## config.mk

```make
export PLATFORM = sky130hd
export DESIGN_NAME = motor_ramp_controller
export DESIGN_NICKNAME = d
export VERILOG_FILES = /design/src/rtl/motor_pkg.sv /design/src/rtl/motor_tick_gen.sv /design/src/rtl/motor_ramp_controller.sv
export SDC_FILE = /design/constraint.sdc
export NUM_CORES = 1
export LEC_CHECK = 0
export CAP_MARGIN = 20
export CORE_MARGIN = 8
export CORE_UTILIZATION = 55
export CTS_BUF_LIST = sky130_fd_sc_hd__clkbuf_8
export DETAILED_ROUTE_END_ITERATION = 8
export PLACE_DENSITY_LB_ADDON = 0.15
export SETUP_SLACK_MARGIN = 0.3
export SLEW_MARGIN = 10
export SYNTH_ARGS = -nofsm -noshare
export SYNTH_HDL_FRONTEND = slang
export SYNTH_SLANG_ARGS = --single-unit
```

## constraint.sdc

```tcl
create_clock -name CLOCK_50 -period 4.9 [get_ports CLOCK_50]
set_input_delay 0.98 -clock CLOCK_50 [delete_from_list [all_inputs] [get_ports CLOCK_50]]
set_output_delay 0.98 -clock CLOCK_50 [all_outputs]
set_load 0.005 [all_outputs]
```

## src/rtl/motor_pkg.sv

```systemverilog
// Shared definitions for the motor ramp controller: FSM encodings, duty width
// and parameter defaults.
package motor_pkg;

  localparam int DUTY_W        = 10;
  localparam int DUTY_MAX      = (1 << DUTY_W) - 1;

  localparam int TICK_DIV_DEF  = 50000;
  localparam int STEP_UP_DEF   = 4;
  localparam int STEP_DOWN_DEF = 16;
  localparam int DEADBAND_DEF  = 12;

  typedef enum logic [1:0] {
    ST_IDLE  = 2'd0,
    ST_RAMP  = 2'd1,
    ST_HOLD  = 2'd2,
    ST_BRAKE = 2'd3
  } motor_state_t;

endpackage

```

## src/rtl/motor_tick_gen.sv

```systemverilog
// Free-running ramp tick divider: one-cycle tick every TICK_DIV clocks,
// counter cleared only by reset.
module motor_tick_gen
  import motor_pkg::*;
#(
  parameter int TICK_DIV = TICK_DIV_DEF
) (
  input  logic CLOCK_50,
  input  logic reset,
  output logic tick
);

  localparam int CW = (TICK_DIV > 1) ? $clog2(TICK_DIV) : 1;
  localparam logic [CW-1:0] LAST = CW'(TICK_DIV - 1);

  logic [CW-1:0] count_reg;

  always_ff @(posedge CLOCK_50 or posedge reset) begin
    if (reset) begin
      count_reg <= '0;
    end else if (count_reg == LAST) begin
      count_reg <= '0;
    end else begin
      count_reg <= count_reg + 1'b1;
    end
  end

  // Decoded from a register, so the tick is clean and lands on the last count.
  assign tick = (count_reg == LAST);

endmodule

```

## src/rtl/motor_ramp_controller.sv

```systemverilog
// Slew-limited duty command for a motor PWM stage: ramps toward the latched
// target at separate up/down rates, with deadband, hold and brake handling.
module motor_ramp_controller
  import motor_pkg::*;
#(
  parameter int TICK_DIV  = TICK_DIV_DEF,
  parameter int STEP_UP   = STEP_UP_DEF,
  parameter int STEP_DOWN = STEP_DOWN_DEF,
  parameter int DEADBAND  = DEADBAND_DEF
) (
  input  logic              CLOCK_50,
  input  logic              reset,
  input  logic              enable,
  input  logic              brake,
  input  logic              cmd_valid,
  input  logic [DUTY_W-1:0] target,
  output logic [DUTY_W-1:0] pwm_cmd,
  output logic [1:0]        state,
  output logic              ramping
);

  logic              tick;
  logic [DUTY_W-1:0] tgt_reg;
  logic [DUTY_W-1:0] pwm_cmd_reg, pwm_cmd_next;
  motor_state_t      state_reg, state_next;
  logic              ramping_reg;

  logic [DUTY_W-1:0] tgt_eff;
  logic [DUTY_W:0]   up_sum;
  logic [DUTY_W-1:0] up_sat, up_val;
  logic signed [DUTY_W:0] dn_diff;
  logic [DUTY_W-1:0] dn_sat, dn_val, step_val;

  motor_tick_gen #(
    .TICK_DIV (TICK_DIV)
  ) u_tick_gen (
    .CLOCK_50 (CLOCK_50),
    .reset    (reset),
    .tick     (tick)
  );

  always_ff @(posedge CLOCK_50 or posedge reset) begin
    if (reset) begin
      tgt_reg <= '0;
    end else if (cmd_valid) begin
      tgt_reg <= target;
    end
  end

  assign tgt_eff = (!enable || (tgt_reg <= DUTY_W'(DEADBAND))) ? '0 : tgt_reg;

  // One extra bit on each side keeps the step from wrapping past full scale or below zero.
  always_comb begin
    up_sum  = {1'b0, pwm_cmd_reg} + (DUTY_W+1)'(STEP_UP);
    up_sat  = (up_sum > (DUTY_W+1)'(DUTY_MAX)) ? DUTY_W'(DUTY_MAX) : up_sum[DUTY_W-1:0];
    up_val  = (up_sat > tgt_eff) ? tgt_eff : up_sat;
    dn_diff = $signed({1'b0, pwm_cmd_reg}) - $signed((DUTY_W+1)'(STEP_DOWN));
    dn_sat  = (dn_diff < 0) ? '0 : dn_diff[DUTY_W-1:0];
    dn_val  = (dn_sat < tgt_eff) ? tgt_eff : dn_sat;
    if (pwm_cmd_reg < tgt_eff) begin
      step_val = up_val;
    end else if (pwm_cmd_reg > tgt_eff) begin
      step_val = dn_val;
    end else begin
      step_val = pwm_cmd_reg;
    end
  end

  always_comb begin
    state_next   = state_reg;
    pwm_cmd_next = pwm_cmd_reg;
    if (brake) begin
      state_next   = ST_BRAKE;
      pwm_cmd_next = '0;
    end else begin
      unique case (state_reg)
        ST_IDLE: begin
          if (tgt_eff != '0) state_next = ST_RAMP;
        end
        ST_RAMP: begin
          if (tick) begin
            pwm_cmd_next = step_val;
            if ((tgt_eff != '0) && (step_val == tgt_eff)) begin
              state_next = ST_HOLD;
            end else if ((tgt_eff == '0) && (step_val == '0)) begin
              state_next = ST_IDLE;
            end
          end
        end
        ST_HOLD: begin
          if (tgt_eff != pwm_cmd_reg) state_next = ST_RAMP;
        end
        ST_BRAKE: begin
          pwm_cmd_next = '0;
          state_next   = ST_IDLE;
        end
        default: begin
          state_next = ST_IDLE;
        end
      endcase
    end
  end

  always_ff @(posedge CLOCK_50 or posedge reset) begin
    if (reset) begin
      state_reg   <= ST_IDLE;
      pwm_cmd_reg <= '0;
      ramping_reg <= 1'b0;
    end else begin
      state_reg   <= state_next;
      pwm_cmd_reg <= pwm_cmd_next;
      ramping_reg <= (state_next == ST_RAMP);
    end
  end

  assign pwm_cmd = pwm_cmd_reg;
  assign state   = state_reg;
  assign ramping = ramping_reg;

endmodule
```

# Word level (Yosys, flattened, before mapping)
# Cells that the tools add are included.
# totals
input_bits,15
rom_bits,0
ramBits,0
output_inout_bits,13
n_memories,0
reg_bits,39
latch_bits,0
# op_classes
n_eq_ne,8
n_div,0
magnitude_cmp,7
shifts,0
muxes,18
bitwise_logic,0
addsub,3
reduce_logical,10
mul,0
# ops
op,n
2-to-1 mux 10 bit,9
greater-than comparator 10 bit,2
logical NOT 10 bit,2
less-than comparator 10 bit,2
one-hot mux 10 bit (2 select lines),1
"adder 16 x 1 -> 16 bit, second input constant",1
"== test 16 bit, second input constant",1
2-to-1 mux 16 bit,1
2-to-1 mux 2 bit,6
"adder 10 x 3 -> 11 bit, second input constant",1
"greater-than comparator 11 x 10 -> 1 bit, second input constant",1
"less-than comparator 11 x 1 -> 1 bit, second input constant",1
"subtractor 10 x 5 -> 11 bit, second input constant",1
== test 10 bit,1
"less-or-equal comparator 10 x 4 -> 1 bit, second input constant",1
inequality test 10 bit,1
nonzero test 10 bit,1
one-hot mux 2 bit (4 select lines),1
"== test 2 x 1 -> 1 bit, second input constant",2
"== test 2 bit, second input constant",2
"inequality test 3 bit, second input constant",1
nonzero test 3 bit,1
logical AND 1 bit,2
logical NOT 2 bit,1
other kinds (3),3

# Depth between registers and ports, before layout
# Gate-level depths: netlist (run 1).
# logic_depth
ltp_word,15
mapped_depth,17
ltp_nobuf,15

# By module
# Synthesis (run 1) repeated with hierarchy kept, for this count alone.
# unflattened
cells_unflattened,455
hier_area_um2,3866.2
# by_module_without_submodules
module,n_inst,cells_each,seq_area_each_um2,area_per_inst_um2
motor_ramp_controller,1,387,575.6,3109.2
motor_tick_gen,1,68,400.4,757.0

# Worst setup path after synthesis (run 1)
# Ideal clock, no wire load.
# synth_path
kind,input to register
from,input port enable
to,register state_reg[0] (netlist: state[0])
stages,15
arrival_ns,4.026
setup_time_ns,0.129
slack_ns,0.745
cell_sequence,buf_2 > inv_1 > a31oi_2 > nand2_1 > ha_1 > and3_1 > and4_1 > clkbuf_1 > o21ai_0 > xor2_1 > nor4_2 > a211oi_1 > a2111oi_2 > o2111ai_1 > o41a_1
# synth_via
elab_chain_len,14
# synth_rtl
item,line,rtl
"start, declared",motor_ramp_controller.sv:13,"input logic enable,"
logical NOT 1 bit (*),motor_ramp_controller.sv:50,assign tgt_eff = (!enable || (tgt_reg <= DUTY_W'(DEADBAND))) ? '0 : tgt_reg;
logical OR 1 bit (*),motor_ramp_controller.sv:50,
2-to-1 mux 10 bit (*),motor_ramp_controller.sv:50,
less-than comparator 10 bit,motor_ramp_controller.sv:59,dn_val = (dn_sat < tgt_eff) ? tgt_eff : dn_sat;
2-to-1 mux 10 bit,motor_ramp_controller.sv:59,
2-to-1 mux 10 bit,motor_ramp_controller.sv:62,end else if (pwm_cmd_reg > tgt_eff) begin
2-to-1 mux 10 bit,motor_ramp_controller.sv:60,if (pwm_cmd_reg < tgt_eff) begin
logical NOT 10 bit,motor_ramp_controller.sv:85,end else if ((tgt_eff == '0) && (step_val == '0)) begin
logical AND 1 bit,motor_ramp_controller.sv:85,
2-to-1 mux 2 bit,motor_ramp_controller.sv:85,
2-to-1 mux 2 bit,motor_ramp_controller.sv:83,if ((tgt_eff != '0) && (step_val == tgt_eff)) begin
2-to-1 mux 2 bit,motor_ramp_controller.sv:81,if (tick) begin
one-hot mux 2 bit (4 select lines) (*),motor_ramp_controller.sv:76,unique case (state_reg)
2-to-1 mux 2 bit (*),motor_ramp_controller.sv:72,if (brake) begin
net state_next[0],motor_ramp_controller.sv:25,"motor_state_t state_reg, state_next;"
"end signal, assigned",motor_ramp_controller.sv:110,state_reg <= state_next;
"end, declared",motor_ramp_controller.sv:25,
# The timed path passes the listed nets; every way through them passes the cells marked *.
# A chain may end at the register's enable or synchronous reset.

# Worst setup path after layout (run 1)
# layout_path
from,register pwm_cmd_reg[4] (netlist: pwm_cmd[4])
to,register state_reg[0] (netlist: state[0])
# layout_via
elab_chain_len,14
# layout_rtl
item,line,rtl
"start, declared",motor_ramp_controller.sv:24,"logic [DUTY_W-1:0] pwm_cmd_reg, pwm_cmd_next;"
"start signal, assigned",motor_ramp_controller.sv:111,pwm_cmd_reg <= pwm_cmd_next;
subtractor 10 x 5 -> 11 bit,motor_ramp_controller.sv:57,"dn_diff = $signed({1'b0, pwm_cmd_reg}) - $signed((DUTY_W+1)'(STEP_DOWN));"
less-than comparator 11 x 1 -> 1 bit,motor_ramp_controller.sv:58,dn_sat = (dn_diff < 0) ? '0 : dn_diff[DUTY_W-1:0];
2-to-1 mux 10 bit,motor_ramp_controller.sv:58,
less-than comparator 10 bit,motor_ramp_controller.sv:59,
2-to-1 mux 10 bit,motor_ramp_controller.sv:59,
2-to-1 mux 10 bit,motor_ramp_controller.sv:62,
2-to-1 mux 10 bit,motor_ramp_controller.sv:60,
logical NOT 10 bit,motor_ramp_controller.sv:85,
logical AND 1 bit,motor_ramp_controller.sv:85,
2-to-1 mux 2 bit,motor_ramp_controller.sv:85,
2-to-1 mux 2 bit,motor_ramp_controller.sv:83,
2-to-1 mux 2 bit,motor_ramp_controller.sv:81,
one-hot mux 2 bit (4 select lines) (*),motor_ramp_controller.sv:76,
2-to-1 mux 2 bit (*),motor_ramp_controller.sv:72,
net state_next[0],motor_ramp_controller.sv:25,
# Marked as above.

==> run_results.csv, run 1 <==
group,metric,value,unit
global_route,antenna_found_initial,0,
timing,period_needed,4.41,ns
power_and_ir_drop,p_clk_share,26.9,%
final_layout,fin_util,66.0,%
floorplan,fp.dieH,100,microns
global_route,grt_max_degree,40,
final_layout,drive_gt1_share,13.6,%
worst_setup_path,crit_path_end_kind,"flop",
power_and_ir_drop,power.switching,0.290,mW
cts,clock-sinks,39,
placement,port_buffers,27,
cts,cts_tree,"yes",
logic_synthesis,synthAdderAreaFrac,10.9,%
logic_synthesis,syn_area,0.00389,sq mm
timing,finalSetupViolations,0,
routing,drt_wl_total,13600,microns
logic_synthesis,synth_area_leaders,"dfrtp_1 (25%), ha_1 (11%), nand2_1 (5.1%)",
power_and_ir_drop,vdd_ir_drop_max,0.196,mV
timing,worst_pin_slew,1.02,ns
cts,cts-root-buf,"clkbuf_8",
routing,vias,4124,
routing,ant_nets,0,
job,cap_violations,0,
worst_setup_path,cp.arrival,4.59,ns
logic_synthesis,ys_seq_area_share,25.1,%
logic_synthesis,synthCells,469,
logic_synthesis,synth-seq-cells,39,
floorplan,design.core.area,0.00683,sq mm
logic_synthesis,synth_edf_count,0,
routing,firstDrtPassIters,5,
timing,grt_setup_unrepaired,"yes",
status,status,"completed",
placement,hpwlAfterDp,10800,microns
power_and_ir_drop,p_leak,1.98,nW
final_layout,final_nets,562,
logic_synthesis,synth_warnings,0,
final_layout,syn_to_final_growth,15.9,%
global_route,grt_remaining_overflow,0,
timing,slew_violations,0,
timing,max_clock_freq,227,MHz
timing,tns,0,ns
placement,dp_worst_setup_slack,0.0476,ns
final_layout,largest_reg_flops,16,
logic_synthesis,synth_top_area_share,25.1,%
cts,ctsHoldBuffers,0,
timing,whs,0.490,ns
cts,htree_levels,2,
logic_synthesis,avgSynthCellArea,8.29,sq um
power_and_ir_drop,share_comb_of_total_power,30.2,%
timing,hold_viol,0,
floorplan,start_util,56.9,%
power_and_ir_drop,power.density,182,mW/mm^2
worst_hold_path,worst_hold_path_type,"reg2reg",
worst_setup_path,critPathKind,"reg2reg",
power_and_ir_drop,switching_share,35.4,%
logic_synthesis,muxShareOfSynthArea,3.67,%
worst_setup_path,cp_max_fo,7,
cts,insertion_delay,0.31,ns
global_route,grt_pass1_vias,4022,
logic_synthesis,synth.distinct_cells,73,
routing,vias_per_cell,6.76,
worst_setup_path,crit_required,5.08,ns
logic_synthesis,async_flop_share,100,%
floorplan,dieArea,0.0100,sq mm
routing,drcViolationCount,0,
power_and_ir_drop,pwr-share-seq,42.9,%
logic_synthesis,synthFlopType,"dfrtp_1",
floorplan,io_pins,28,
final_layout,antenna_cells,0,
worst_setup_path,critPathLaunchType,"flop",
global_route,grtUsageTotal,27.8,%
cts,clk_pin_slew,0.10,ns
cts,cts_buffer_depth,2,
cts,cts-buffers-inserted,5,
global_route,grt_pass1_wl,21800,microns
logic_synthesis,synth_top_area_cell,"dfrtp_1",
timing,worst_slack,0.489,ns
placement,gp_congestion,1.09,
logic_synthesis,synth_xor_area_share,5.85,%
floorplan,die_x,100,microns
routing,wire_per_inst,22.3,microns
timing,finClkSkew,0.0194,ns
logic_synthesis,synth_compound_area_share,26.7,%
logic_synthesis,synth_top_family_by_area,"compound AO/OA/AOI/OAI gates",
routing,drt_iter0_markers,502,
timing,max_slew_margin,31.3,%
logic_synthesis,syn-num-nets,518,
logic_synthesis,synthSimpleGateAreaFrac,22.8,%
floorplan,num_rows,30,
timing,timing.final.crit_share,90.0,%
power_and_ir_drop,intPower,0.530,mW
path summary, 6_finish.rpt:
kind	startpoint	endpoint	slack (ns)	depth (start not counted)
max	pwm_cmd[4]	state[0]	0.49	15
min	u_tick_gen.count_reg[0]	u_tick_gen.count_reg[0]	0.49	1
max reg2reg	pwm_cmd[4]	state[0]	0.49	15
min reg2reg	u_tick_gen.count_reg[0]	u_tick_gen.count_reg[0]	0.49	1
max in group asynchronous	reset	pwm_cmd[2]	3.46	3
min in group asynchronous	reset	u_tick_gen.count_reg[11]	1.09	3
power by group through the flow:
stage	clock (mW)	combinational, mW	sequential, mW
floorplan	0	0.154	0.348
global placement	0	0.234	0.356
detailed placement	0	0.233	0.356
CTS	0.220	0.235	0.350
global route	0.234	0.265	0.352
finish	0.221	0.247	0.351
synth_stat cells, types with 2 or more instances:
cell type / n
xnor2_1: 18
nor4_2: 2
o31a_1: 4
o21ai_0: 20
o211ai_1: 5
nand4_1: 12
nor4_1: 4
a21o_1: 6
or3_1: 6
xor2_1: 8
nor3_1: 8
and3_1: 7
nor2_1: 37
mux2i_1: 3
nor3b_1: 2
ha_1: 34
a211oi_1: 7
nand2_1: 53
and2_1: 7
dfrtp_1: 39
nor2b_1: 3
o21a_1: 3
a22oi_1: 10
nand3_1: 17
mux2_2: 10
inv_1: 23
buf_2: 3
o31ai_1: 6
a31oi_1: 2
o21ai_1: 5
o221ai_1: 2
clkbuf_1: 9
a211o_1: 3
a221oi_1: 3
o22ai_1: 4
buf_6: 4
a32o_1: 2
o2111ai_1: 4
a21oi_1: 38
and4_1: 2
or4_1: 2
cell type report:
class | count | area [sq um]
multi-input cells | 389 | 2760
fillers | 603 | 2320
flip-flops and latches | 39 | 976
repair buffers | 55 | 480
well taps | 96 | 120
inverters | 23 | 86.3
clock buffers | 5 | 68.8
clock inverters | 3 | 16.3
routing by layer:
| layer | track usage, % | vias to the layer above | share of wire [%] |
|---|---|---|---|
| met2 | 42.4 | 275 | 43 |
| li1 | - | 1851 | - |
| met4 | 16.0 | 0 | 6.2 |
| met5 | 0 | - | 0 |
| met1 | 35.8 | 1930 | 41 |
| met3 | 5.26 | 68 | 9.9 |
layout by cell type (no fill, tap or decap), types with 3 or more instances in the layout:
| cell | netlist | final |
|---|---|---|
| nand2_1 | 53 | 51 |
| inv_1 | 23 | 24 |
| nand3_1 | 17 | 17 |
| xnor2_1 | 18 | 18 |
| clkdlybuf4s50_1 | 0 | 27 |
| clkbuf_8 | 0 | 5 |
| buf_4 | 1 | 28 |
| nor4_2 | 2 | 4 |
| a211o_1 | 3 | 3 |
| a22oi_1 | 10 | 10 |
| ha_1 | 34 | 34 |
| o211ai_1 | 5 | 5 |
| nor2_1 | 37 | 37 |
| a211oi_1 | 7 | 5 |
| mux2i_1 | 3 | 3 |
| o21ai_0 | 20 | 19 |
| mux2_2 | 10 | 10 |
| nor3_1 | 8 | 8 |
| o31ai_1 | 6 | 6 |
| a21o_1 | 6 | 6 |
| or3_1 | 6 | 6 |
| o2111ai_1 | 4 | 4 |
| dfrtp_1 | 39 | 39 |
| o21a_1 | 3 | 3 |
| a21oi_1 | 38 | 37 |
| and2_1 | 7 | 7 |
| o21ai_1 | 5 | 6 |
| nor2b_1 | 3 | 3 |
| o22ai_1 | 4 | 4 |
| nand4_1 | 12 | 12 |
| o31a_1 | 4 | 4 |
| and3_1 | 7 | 7 |
| xor2_1 | 8 | 8 |
repair_timing:
action / CTS / global route
resized for setup: 0 / 9
endpoints found under the setup margin: 0 / 3
endpoints found under the hold margin: 0 / 0
setup buffers: 0 / 0
worst max-delay path: stages (launching register included):
cell	delay [ns]
dfrtp_1	0.46
inv_1	0.17
ha_1	0.24
nor3b_4	0.36
and2_1	0.41
a21oi_1	0.17
ha_1	0.35
a21oi_1	0.07
o21ai_0	0.53
a21oi_2	0.15
nand2_1	0.25
a21oi_1	0.11
o221ai_1	0.25
a32o_1	0.21
o2111ai_1	0.17
o41a_1	0.35
cell families (layout without fill, tap and decap cells):
logic type	count (synthesis)	count (layout)
AND/OR/NAND/NOR	172	172
AO/OA/AOI/OAI	144	144
buffers and inverters	41	86
flip-flops	39	39
adder cells (fa/ha/maj)	34	34
XOR/XNOR	26	26
multiplexers	13	13
through the flow:
stage / power (mW) / area [sq um] / instances
after global routing: 0.851 / 4510 / 610
after CTS: 0.805 / 4470 / 610
after global placement: 0.590 / 4380 / 602
after detailed placement: 0.590 / 4380 / 602
after floorplan: 0.502 / 3890 / 469
final: 0.819 / 4510 / 610
No activity file was read; power rests on OpenSTA's default activity.
==> inputs of run 2 (changes only) <==
Settings changed: CORE_UTILIZATION 55 to 60, GPL_ROUTABILITY_DRIVEN from default to 0, PLACE_DENSITY from default to 0.81, PLACE_DENSITY_LB_ADDON 0.15 to default.
==> run 2 against run 1 <==
Clock-buffer cell count is the same. Via count is 1.1% lower. Sequential power is essentially flat. Register-to-register slack got worse by 0.05 ns. Final cell count shrank 4.3%. Clock power is 5% lower. Critical path type is now in2reg. First-iteration DRC count up 21%. Power down 2.5%. Die area is 7.0% lower. Sequential cell count stayed put. Clock skew shrank 0.013 ns.
==> run_results.csv, run 2 (synthesis gave the netlist of run 1 again) <==
group,metric,value,unit
status,status,"completed",
worst_setup_path,crit_family,"compound AO/OA/AOI/OAI gates",
worst_setup_path,ff2ff_path_depth,14,
worst_setup_path,cp_max_fo,15,
routing,drt_iter0_markers,605,
worst_setup_path,cp_slowest_stage_delay,0.48,ns
routing,vias,4080,
worst_setup_path,cp_cell_sequence,"clkdlybuf4s50_1 > buf_4 > nand2_1 > ha_1 > and3_1 > a221oi_1 > o21ai_1 > nor2_2 > buf_4 > a211oi_1 > a2111oi_2 > o2111ai_1 > o41a_1",
timing,timing.final.crit_share,91.4,%
job,cap_violations,0,
global_route,grtUsageTotal,28.2,%
routing,wire_per_inst,21.7,microns
final_layout,largest_reg_flops,16,
cts,clk_pin_slew,0.08,ns
global_route,grt_pass1_wl,20300,microns
placement,placedInstanceArea,0.00431,sq mm
floorplan,dieArea,0.00932,sq mm
worst_setup_path,cpMostUsedCell,"buf_4",
cts,ctsHoldBuffers,0,
worst_setup_path,cp.arrival,4.65,ns
worst_setup_path,critPathKind,"in2reg",
worst_setup_path,crit_path_end_kind,"flop",
timing,grt_setup_unrepaired,"no",
floorplan,design.core.area,0.00631,sq mm
cts,clock-sinks,39,
placement,hpwlAfterDp,9770,microns
timing,finClkSkew,0.00655,ns
placement,port_buffers,27,
routing,vias_per_cell,6.99,
timing,hold_viol,0,
final_layout,syn_to_final_growth,13.5,%
timing,period_needed,4.48,ns
floorplan,start_util,61.6,%
worst_hold_path,whs_path_depth,1,
final_layout,fin_area,0.00441,sq mm
global_route,grt_pass1_vias,3945,
routing,drcViolationCount,0,
final_layout,n_fill_cell,492,
global_route,antenna_found_initial,0,
worst_setup_path,crit_slowest_cell,"clkdlybuf4s50_1",
timing,tns,0,ns
timing,max_slew_margin,38.7,%
final_layout,antenna_cells,0,
floorplan,num_rows,29,
cts,postCtsSetupBuffers,0,
worst_hold_path,worst_hold_path_type,"reg2reg",
floorplan,fp.dieH,96.5,microns
final_layout,final_cell_mix,"nand2_1 (53), dfrtp_1 (39), a21oi_1 (37)",
cts,htree_levels,2,
timing,max_clock_freq,223,MHz
cts,insertion_delay,0.29,ns
floorplan,die_x,96.5,microns
routing,firstDrtPassIters,6,
floorplan,io_pins,28,
global_route,grt_remaining_overflow,0,
final_layout,drive_gt1_share,11.6,%
global_route,grt_max_degree,40,
cts,cts-root-buf,"clkbuf_8",
cts,cts_tree,"yes",
final_layout,final_nets,555,
timing,slew_violations,0,
timing,finalSetupViolations,0,
final_layout,layout_commonest_cell,"nand2_1",
worst_setup_path,critPathBufInv,3,
worst_setup_path,cp.depth,13,
worst_setup_path,critPathLaunchType,"input port",
cts,cts-buffers-inserted,5,
routing,drt_wl_total,12700,microns
routing,ant_nets,0,
cts,cts_buffer_depth,2,
timing,worst_pin_slew,0.913,ns
worst_setup_path,crit_required,5.07,ns
power_and_ir_drop,vdd_ir_drop_max,0.216,mV
power_and_ir_drop,power.density,181,mW/mm^2
power_and_ir_drop,p_leak,1.95,nW
-- run 2: changes by cell type in the layout (fill, tap and decap cells not counted), moves of 2 or more --
cell / before / now
a211oi_1: 5 / 7
nand2_1: 51 / 53
nor4_1: 2 / 4
a211oi_2: 2 / 0
nor4_2: 4 / 2
nand2_2: 2 / 0
buf_4: 28 / 21
-- run 2: final timing paths --
kind	startpoint	endpoint	slack, ns
max	enable	state[0]	0.42
min	u_tick_gen.count_reg[0]	u_tick_gen.count_reg[0]	0.47
max reg2reg	pwm_cmd[5]	state[0]	0.44
min reg2reg	u_tick_gen.count_reg[0]	u_tick_gen.count_reg[0]	0.47
max in group asynchronous	reset	pwm_cmd[3]	3.47
min in group asynchronous	reset	tgt_reg[9]	1.09
-- run 2: where the power goes --
| group | total, mW | switching (mW) | internal, mW |
|---|---|---|---|
| registers | 0.353 | 0.0214 | 0.331 |
| clock network | 0.209 | 0.111 | 0.0974 |
| logic | 0.237 | 0.141 | 0.0961 |
-- run 2: area by class of cell --
cell class                      count  area [sq um]  share of cell area, %
Tap cell                           77          96.3                   2.18
Clock inverter                      3          16.3                  0.368
Timing Repair Buffer               48           428                   9.69
Inverter                           23          86.3                   1.96
Sequential cell                    39           976                   22.1
Clock buffer                        5          68.8                   1.56
Multi-Input combinational cell    389          2740                   62.1
-- run 2: metal layers --
layer	GRT usage (%)	part of all wire, %	vias up
li1	-	-	1841
met1	36.0	40	1839
met2	41.5	41	315
met3	7.81	13	85
met4	17.0	6.0	0
met5	0	0	-
-- run 2: through the flow --
| stage | setup WS [ns] | util, % | instances | hold slack, ns | total power, mW |
|---|---|---|---|---|---|
| floorplan | 0.745 | - | 469 | 0.433 | 0.502 |
| detailed placement | 0.160 | 68.2 | 576 | 0.459 | 0.582 |
| global placement | 0.243 | 68.2 | 576 | 0.450 | 0.576 |
| global route | 0.333 | 69.9 | 584 | 0.486 | 0.830 |
| CTS | 0.394 | 69.6 | 584 | 0.470 | 0.790 |
| finish | 0.423 | 69.9 | 584 | 0.467 | 0.799 |
-- run 2: repair_timing --
action | CTS | global route
setup endpoints to repair | 0 | 4
endpoints found under the hold margin | 0 | 0
resized for setup | 0 | 6
